--- config.mk ---
export PLATFORM = sky130hd
export DESIGN_NAME = fetch_unit
export DESIGN_NICKNAME = d
export VERILOG_FILES = /design/src/rtl/fetch_pkg.sv /design/src/rtl/fetch_buffer.sv /design/src/rtl/fetch_unit.sv
export SDC_FILE = /design/constraint.sdc
export NUM_CORES = 1
export LEC_CHECK = 0
export CAP_MARGIN = 20
export CORE_ASPECT_RATIO = 0.9
export CORE_MARGIN = 3
export CORE_UTILIZATION = 57
export CTS_BUF_LIST = sky130_fd_sc_hd__clkbuf_8
export DETAILED_ROUTE_END_ITERATION = 8
export GPL_ROUTABILITY_DRIVEN = 1
export GPL_TIMING_DRIVEN = 0
export PLACE_DENSITY = 0.85
export SYNTH_ARGS = -nofsm -noshare
export SYNTH_HDL_FRONTEND = slang
export SYNTH_SLANG_ARGS = --single-unit
--- constraint.sdc ---
create_clock -name clk -period 7.9 [get_ports clk]
set_clock_uncertainty 0.05 [all_clocks]
set_input_delay 1.975 -clock clk [delete_from_list [all_inputs] [get_ports clk]]
set_output_delay 1.975 -clock clk [all_outputs]
set_load 0.05 [all_outputs]
--- src/rtl/fetch_pkg.sv ---
// Shared fetch/core constants and the sequential-PC helper.
// Pure declarations, no timing.
// No flow control of its own.
package fetch_pkg;

  localparam int INSTR_W = 32;
  localparam int PC_W    = 32;

  // PC_LIMIT is shared with the core; keep this the only definition.
  localparam logic [PC_W-1:0] RESET_PC = 32'h0000_0000;
  localparam logic [PC_W-1:0] PC_LIMIT = 32'h0000_03FC;

  // Sequential successor of a fetch address, wrapping to 0 after the limit.
  function automatic logic [PC_W-1:0] next_pc(input logic [PC_W-1:0] pc,
                                               input logic [PC_W-1:0] limit);
    if (pc == limit) return '0;
    return pc + 32'd4;
  endfunction

endpackage

--- src/rtl/fetch_buffer.sv ---
// 2-entry FIFO of {pc, inst} between the ROM response and decode.
// Write-to-head-visible latency 1 cycle; head read is combinational.
// Caller must not push when full without a pop; flush beats push.
module fetch_buffer
  import fetch_pkg::*;
(
  input  logic               clk,
  input  logic               rst,
  input  logic               push,
  input  logic [PC_W-1:0]    push_pc,
  input  logic [INSTR_W-1:0] push_inst,
  input  logic               pop,
  input  logic               flush,
  output logic               full,
  output logic               empty,
  output logic [1:0]         count,
  output logic [PC_W-1:0]    head_pc,
  output logic [INSTR_W-1:0] head_inst
);

  logic [PC_W-1:0]    mem_pc   [2];
  logic [INSTR_W-1:0] mem_inst [2];
  logic               wr_ptr;
  logic               rd_ptr;
  logic               do_push;
  logic               do_pop;

  assign full    = (count == 2'd2);
  assign empty   = (count == 2'd0);
  assign do_push = push && !flush;
  assign do_pop  = pop && !empty && !flush;

  // Empty head reads as zero so decode never sees stale words.
  assign head_pc   = empty ? '0 : mem_pc[rd_ptr];
  assign head_inst = empty ? '0 : mem_inst[rd_ptr];

  // Pointer and occupancy update; flush empties the queue in one cycle.
  always_ff @(posedge clk) begin
    if (rst || flush) begin
      wr_ptr <= 1'b0;
      rd_ptr <= 1'b0;
      count  <= 2'd0;
    end else begin
      if (do_push) wr_ptr <= ~wr_ptr;
      if (do_pop)  rd_ptr <= ~rd_ptr;
      count <= count + {1'b0, do_push} - {1'b0, do_pop};
    end
  end

  // Storage write; a simultaneous pop of a full queue frees the slot being written.
  always_ff @(posedge clk) begin
    if (do_push) begin
      mem_pc[wr_ptr]   <= push_pc;
      mem_inst[wr_ptr] <= push_inst;
    end
  end

endmodule

--- src/rtl/fetch_unit.sv ---
// Instruction fetch: owns the PC, drives the 1-cycle ROM, buffers {inst, pc} for decode.
// Issue in N, ROM data in N+1, inst_valid in N+2; redirect target visible in N+3.
// Issue stalls when buffered plus in-flight words would exceed 2; data holds under !inst_ready.
module fetch_unit
  import fetch_pkg::*;
#(
  parameter logic [31:0] RESET_PC = fetch_pkg::RESET_PC,
  parameter logic [31:0] PC_LIMIT = fetch_pkg::PC_LIMIT,
  parameter int          DEPTH    = 2
) (
  input  logic        clk,
  input  logic        rst,
  output logic        imem_en,
  output logic [31:0] imem_addr,
  input  logic [31:0] imem_rdata,
  input  logic        redirect_valid,
  input  logic [31:0] redirect_target,
  output logic        inst_valid,
  input  logic        inst_ready,
  output logic [31:0] inst_data,
  output logic [31:0] inst_pc
);

  localparam logic [2:0] DEPTH_W3 = 3'(DEPTH);

  logic [PC_W-1:0] fetch_pc;
  logic [PC_W-1:0] issued_pc;
  logic            inflight;
  logic            pop;
  logic            push;
  logic            issue;
  logic [1:0]      buf_count;
  logic            buf_full;
  logic            buf_empty;
  logic [2:0]      occ_after;
  logic            unused_tgt_bits;

  assign unused_tgt_bits = ^redirect_target[1:0];

  assign inst_valid = !buf_empty;
  assign pop        = inst_valid && inst_ready;

  // Occupancy after this cycle's pop, counting the word already on its way from ROM.
  assign occ_after = {1'b0, buf_count} + {2'b00, inflight} - {2'b00, pop};
  assign issue     = !rst && !redirect_valid && (occ_after < DEPTH_W3);
  assign imem_en   = issue;
  assign imem_addr = fetch_pc;

  // A response landing during a redirect belongs to the old stream.
  assign push = inflight && !redirect_valid;

  fetch_buffer u_buf (
    .clk       (clk),
    .rst       (rst),
    .push      (push),
    .push_pc   (issued_pc),
    .push_inst (imem_rdata),
    .pop       (pop),
    .flush     (redirect_valid),
    .full      (buf_full),
    .empty     (buf_empty),
    .count     (buf_count),
    .head_pc   (inst_pc),
    .head_inst (inst_data)
  );

  // PC and in-flight tracking; reset beats redirect, redirect beats sequential fetch.
  always_ff @(posedge clk) begin
    if (rst) begin
      fetch_pc  <= RESET_PC;
      issued_pc <= RESET_PC;
      inflight  <= 1'b0;
    end else if (redirect_valid) begin
      fetch_pc <= {redirect_target[31:2], 2'b00};
      inflight <= 1'b0;
    end else begin
      inflight <= issue;
      if (issue) begin
        issued_pc <= fetch_pc;
        fetch_pc  <= next_pc(fetch_pc, PC_LIMIT);
      end
    end
  end

  // The issue rule must keep the queue from overflowing.
  always_ff @(posedge clk) begin
    if (!rst) begin
      assert (!(push && buf_full && !pop));
    end
  end

endmodule

==> out/results.txt <==
Grt total ovfl: 0
Reg2Reg Depth: 12
Worst hold path class: reg -> reg
Iteration-0 DRC Markers: 487
Netlist cell types: 48
Synthesis-to-layout area growth: 27.8%
Syn Std Cell Area: 0.00828 mm^2
Via density: 5.66
LEAKAGE: 3.50 nW
Die width: 133 um
Starting Density: 58.7%
Worst setup SP type: input pin
Vias: 6162
Worst setup margin: 0.545 ns
Critical path data required time: 5.88 ns
Bufs on Longest Clock Path: 2
Post-synth net total: 771
CP most frequent cell: clkdlybuf4s50_1
Top FF cell, synth: edfxtp_1
Buf/Inv on CP: 4
DP Cell Count: 1056
# diodes: 0
Core Box Area: 0.0141 mm^2
EDFF count, synth: 128
Global-route wire length before repair: 30700 um
MaxCap Viol Count: 0
Critical Path, Cell by Cell: clkdlybuf4s50_1 -> and2_1 -> ha_1 -> nand2b_1 -> fa_1 -> xnor2_1 -> nand3_2 -> clkinv_1 -> clkbuf_1 -> clkdlybuf4s50_1
Final cell count without fillers: 1088
Final-report setup violation count: 0
Gr usage total: 24.6%
Most frequent cells in the layout: clkdlybuf4s50_1, edfxtp_1, nand2_1, nor2_1, dfxtp_1
Core Rows: 41
Design Area, Final: 0.0106 mm^2
Status: completed
Die area: 0.0160 mm^2
Avg Cell Area, Syn: 11.9 um^2
CTS tree: yes
Gpl congestion: 0.888
Nets: 955
WP depth: 10
H-tree depth: 4
Chip Height: 120 um
Post-synth ARST share: 0%
Most common cell after layout, fill and taps aside: clkdlybuf4s50_1
Synthesis-stage register bit count: 198
Worst VDD drop: 121 uV
Clk slew on worst S/H paths: 0.09 ns
Setup crit end kind: output port
Layout cells sized above 1: 7.15%
Vias in the first global route: 6008
Post-route ant nets: 0
CP max stage delay: 0.90 ns
Largest net degree at the start of global routing: 65
Clock buffer count from CTS: 17
Cell count after synthesis: 698
Hold WS: 0.414 ns
Initial antenna violation count: 0
Final Max Slew Viols: 0
Post-CTS resize count: 0
Post-CTS setup buffers: 0
Area post-placement: 0.0102 mm^2
Slowest cell on crit path: clkdlybuf4s50_1
Hold Fails Final Rpt: 0
I/O Buffers: 163
WL final: 19500 um
Synthesis Warnings: 0
Clk Latency, worst-skew pair: 0.48 ns
Hold depth: 0
Worst Max-Slew Pin Slew: 0.881 ns
Crit path max-delay family: buffers and inverters
Fmax: 0.136 GHz
Hold_buf cts: 0
RSZ-0062 raised after global routing: no
Worst Path Arrival: 5.33 ns
Post-route clock period utilization: 93.1%
Pwr dens: 190 mW/mm^2
Post-DP HPWL: 13800 um
DR DRC count: 0
DR WL/cell: 18.0 um
First drt pass iteration count: 6
Post-layout minimum cycle time: 7.35 ns
CTS sink cnt: 198
Rel. slew slack: 41.3%
Setup Slack @ Placement: 0.545 ns
Crit Path Class: in -> out
Post-synthesis sequential area ratio: 63.3%
Cell at the root of the clock tree: clkbuf_8
CP Max Fanout: 10
Io pins: 166
-- synthesized netlist by cell type (2+ instances only) --
cell | count | area (um^2)
edfxtp_1 | 128 | 3840
nand2_1 | 81 | 304
nor2_1 | 74 | 278
dfxtp_1 | 70 | 1400
mux2i_1 | 64 | 641
a21oi_1 | 51 | 255
clkbuf_1 | 25 | 93.8
nand3_1 | 22 | 110
a22oi_1 | 20 | 150
nor2b_1 | 20 | 125
xor2_1 | 17 | 149
o22ai_1 | 12 | 75.1
buf_2 | 11 | 55.1
inv_1 | 10 | 37.5
xnor2_1 | 8 | 70.1
nand4_1 | 7 | 43.8
nor3_1 | 7 | 35.0
nor4_1 | 7 | 43.8
a31oi_1 | 5 | 31.3
and2_1 | 5 | 31.3
and4_1 | 5 | 43.8
buf_1 | 5 | 18.8
ha_1 | 4 | 50.1
and3_1 | 3 | 18.8
nand4_4 | 3 | 63.8
o21ai_0 | 3 | 15.0
or3_1 | 3 | 18.8
a32oi_1 | 2 | 17.5
buf_4 | 2 | 15.0
nand3b_1 | 2 | 15.0
nor3_2 | 2 | 20.0
nor4_4 | 2 | 42.5
o31ai_1 | 2 | 15.0
or4_1 | 2 | 15.0
-- stage by stage --
| stage | utilization [%] | setup TNS, ns | power (mW) |
|---|---|---|---|
| after CTS | 75.0 | 0 | 2.01 |
| after global placement | 72.0 | -0.0158 | 1.41 |
| after floorplan | - | 0 | 1.31 |
| after detailed placement | 72.4 | 0 | 1.42 |
| after global routing | 75.0 | 0 | 2.08 |
| final | 75.0 | 0 | 2.01 |
-- worst reg2reg max path: stages (launching register included) --
cell and delay, ns:
dfxtp_1 0.38, nor2_1 0.19, inv_1 0.07, and2_1 0.20, ha_1 0.28, nand2b_1 0.15
fa_1 0.37, xnor2_1 0.15, nand3_2 0.15, clkinv_1 0.27, nor2_1 0.53, o21ai_0 0.19
a21oi_1 0.16
-- logic make-up (layout without fill, tap and decap cells) --
logic type                 after synthesis  after routing  share of synthesized area, %
AOI/OAI and AO/OA                       99             99                          7.16
xor gates and xnor gates                25             25                          2.64
adders and majority gates                5              5                         0.846
buffers and inverters                   55            252                          2.76
DFF                                    198            198                          63.3
muxes                                   64             64                          7.74
and+or+nand+nor                        252            252                          15.5
-- report_power, final --
group	leakage, nW	internal (mW)	switching [mW]
Clock	0.197	0.245	0.359
Sequential	1.78	1.13	0.0327
Combinational	1.52	0.0953	0.147
Total	3.50	1.47	0.539
-- registers in the layout (all words and copies together) (netlist names), named ones only --
name / cells
inflight: 1
u_buf.wr_ptr: 1
u_buf.mem_inst: 64
u_buf.count: 2
u_buf.rd_ptr: 1
u_buf.mem_pc: 64
issued_pc: 32
imem_addr: 32
-- layout make-up --
class,instances,area [um^2]
repair buffers,165,1680
clock inverters,13,110
well taps,193,241
flip-flops and latches,198,5250
inverters,11,41.3
clock buffers,19,262
plain buffers,44,188
fillers,956,3520
multi-input cells,445,2820
-- layer usage --
layer / track usage, % / vias up / share of wire, % / wire length, um
met4: 9.48 / 0 / 2.4 / 473
met1: 33.8 / 2936 / 43 / 8310
li1: - / 2889 / - / -
met5: 0 / - / 0 / 0
met3: 4.99 / 39 / 8.7 / 1710
met2: 38.9 / 298 / 46 / 9060
-- final timing paths --
check                                                endpoint                       start  slack [ns]
worst max-delay path                                  imem_en                  inst_ready        0.55
worst min-delay path            u_buf.mem_pc[1][10]$_DFFE_PP_  issued_pc[10]$_SDFFE_PP0P_        0.41
worst max register to register      imem_addr[8]$_SDFFE_PP0P_   u_buf.count[1]$_SDFF_PP0_        4.69
worst min register to register  u_buf.mem_pc[1][10]$_DFFE_PP_  issued_pc[10]$_SDFFE_PP0P_        0.41
No activity file was read; power rests on OpenSTA's default activity.
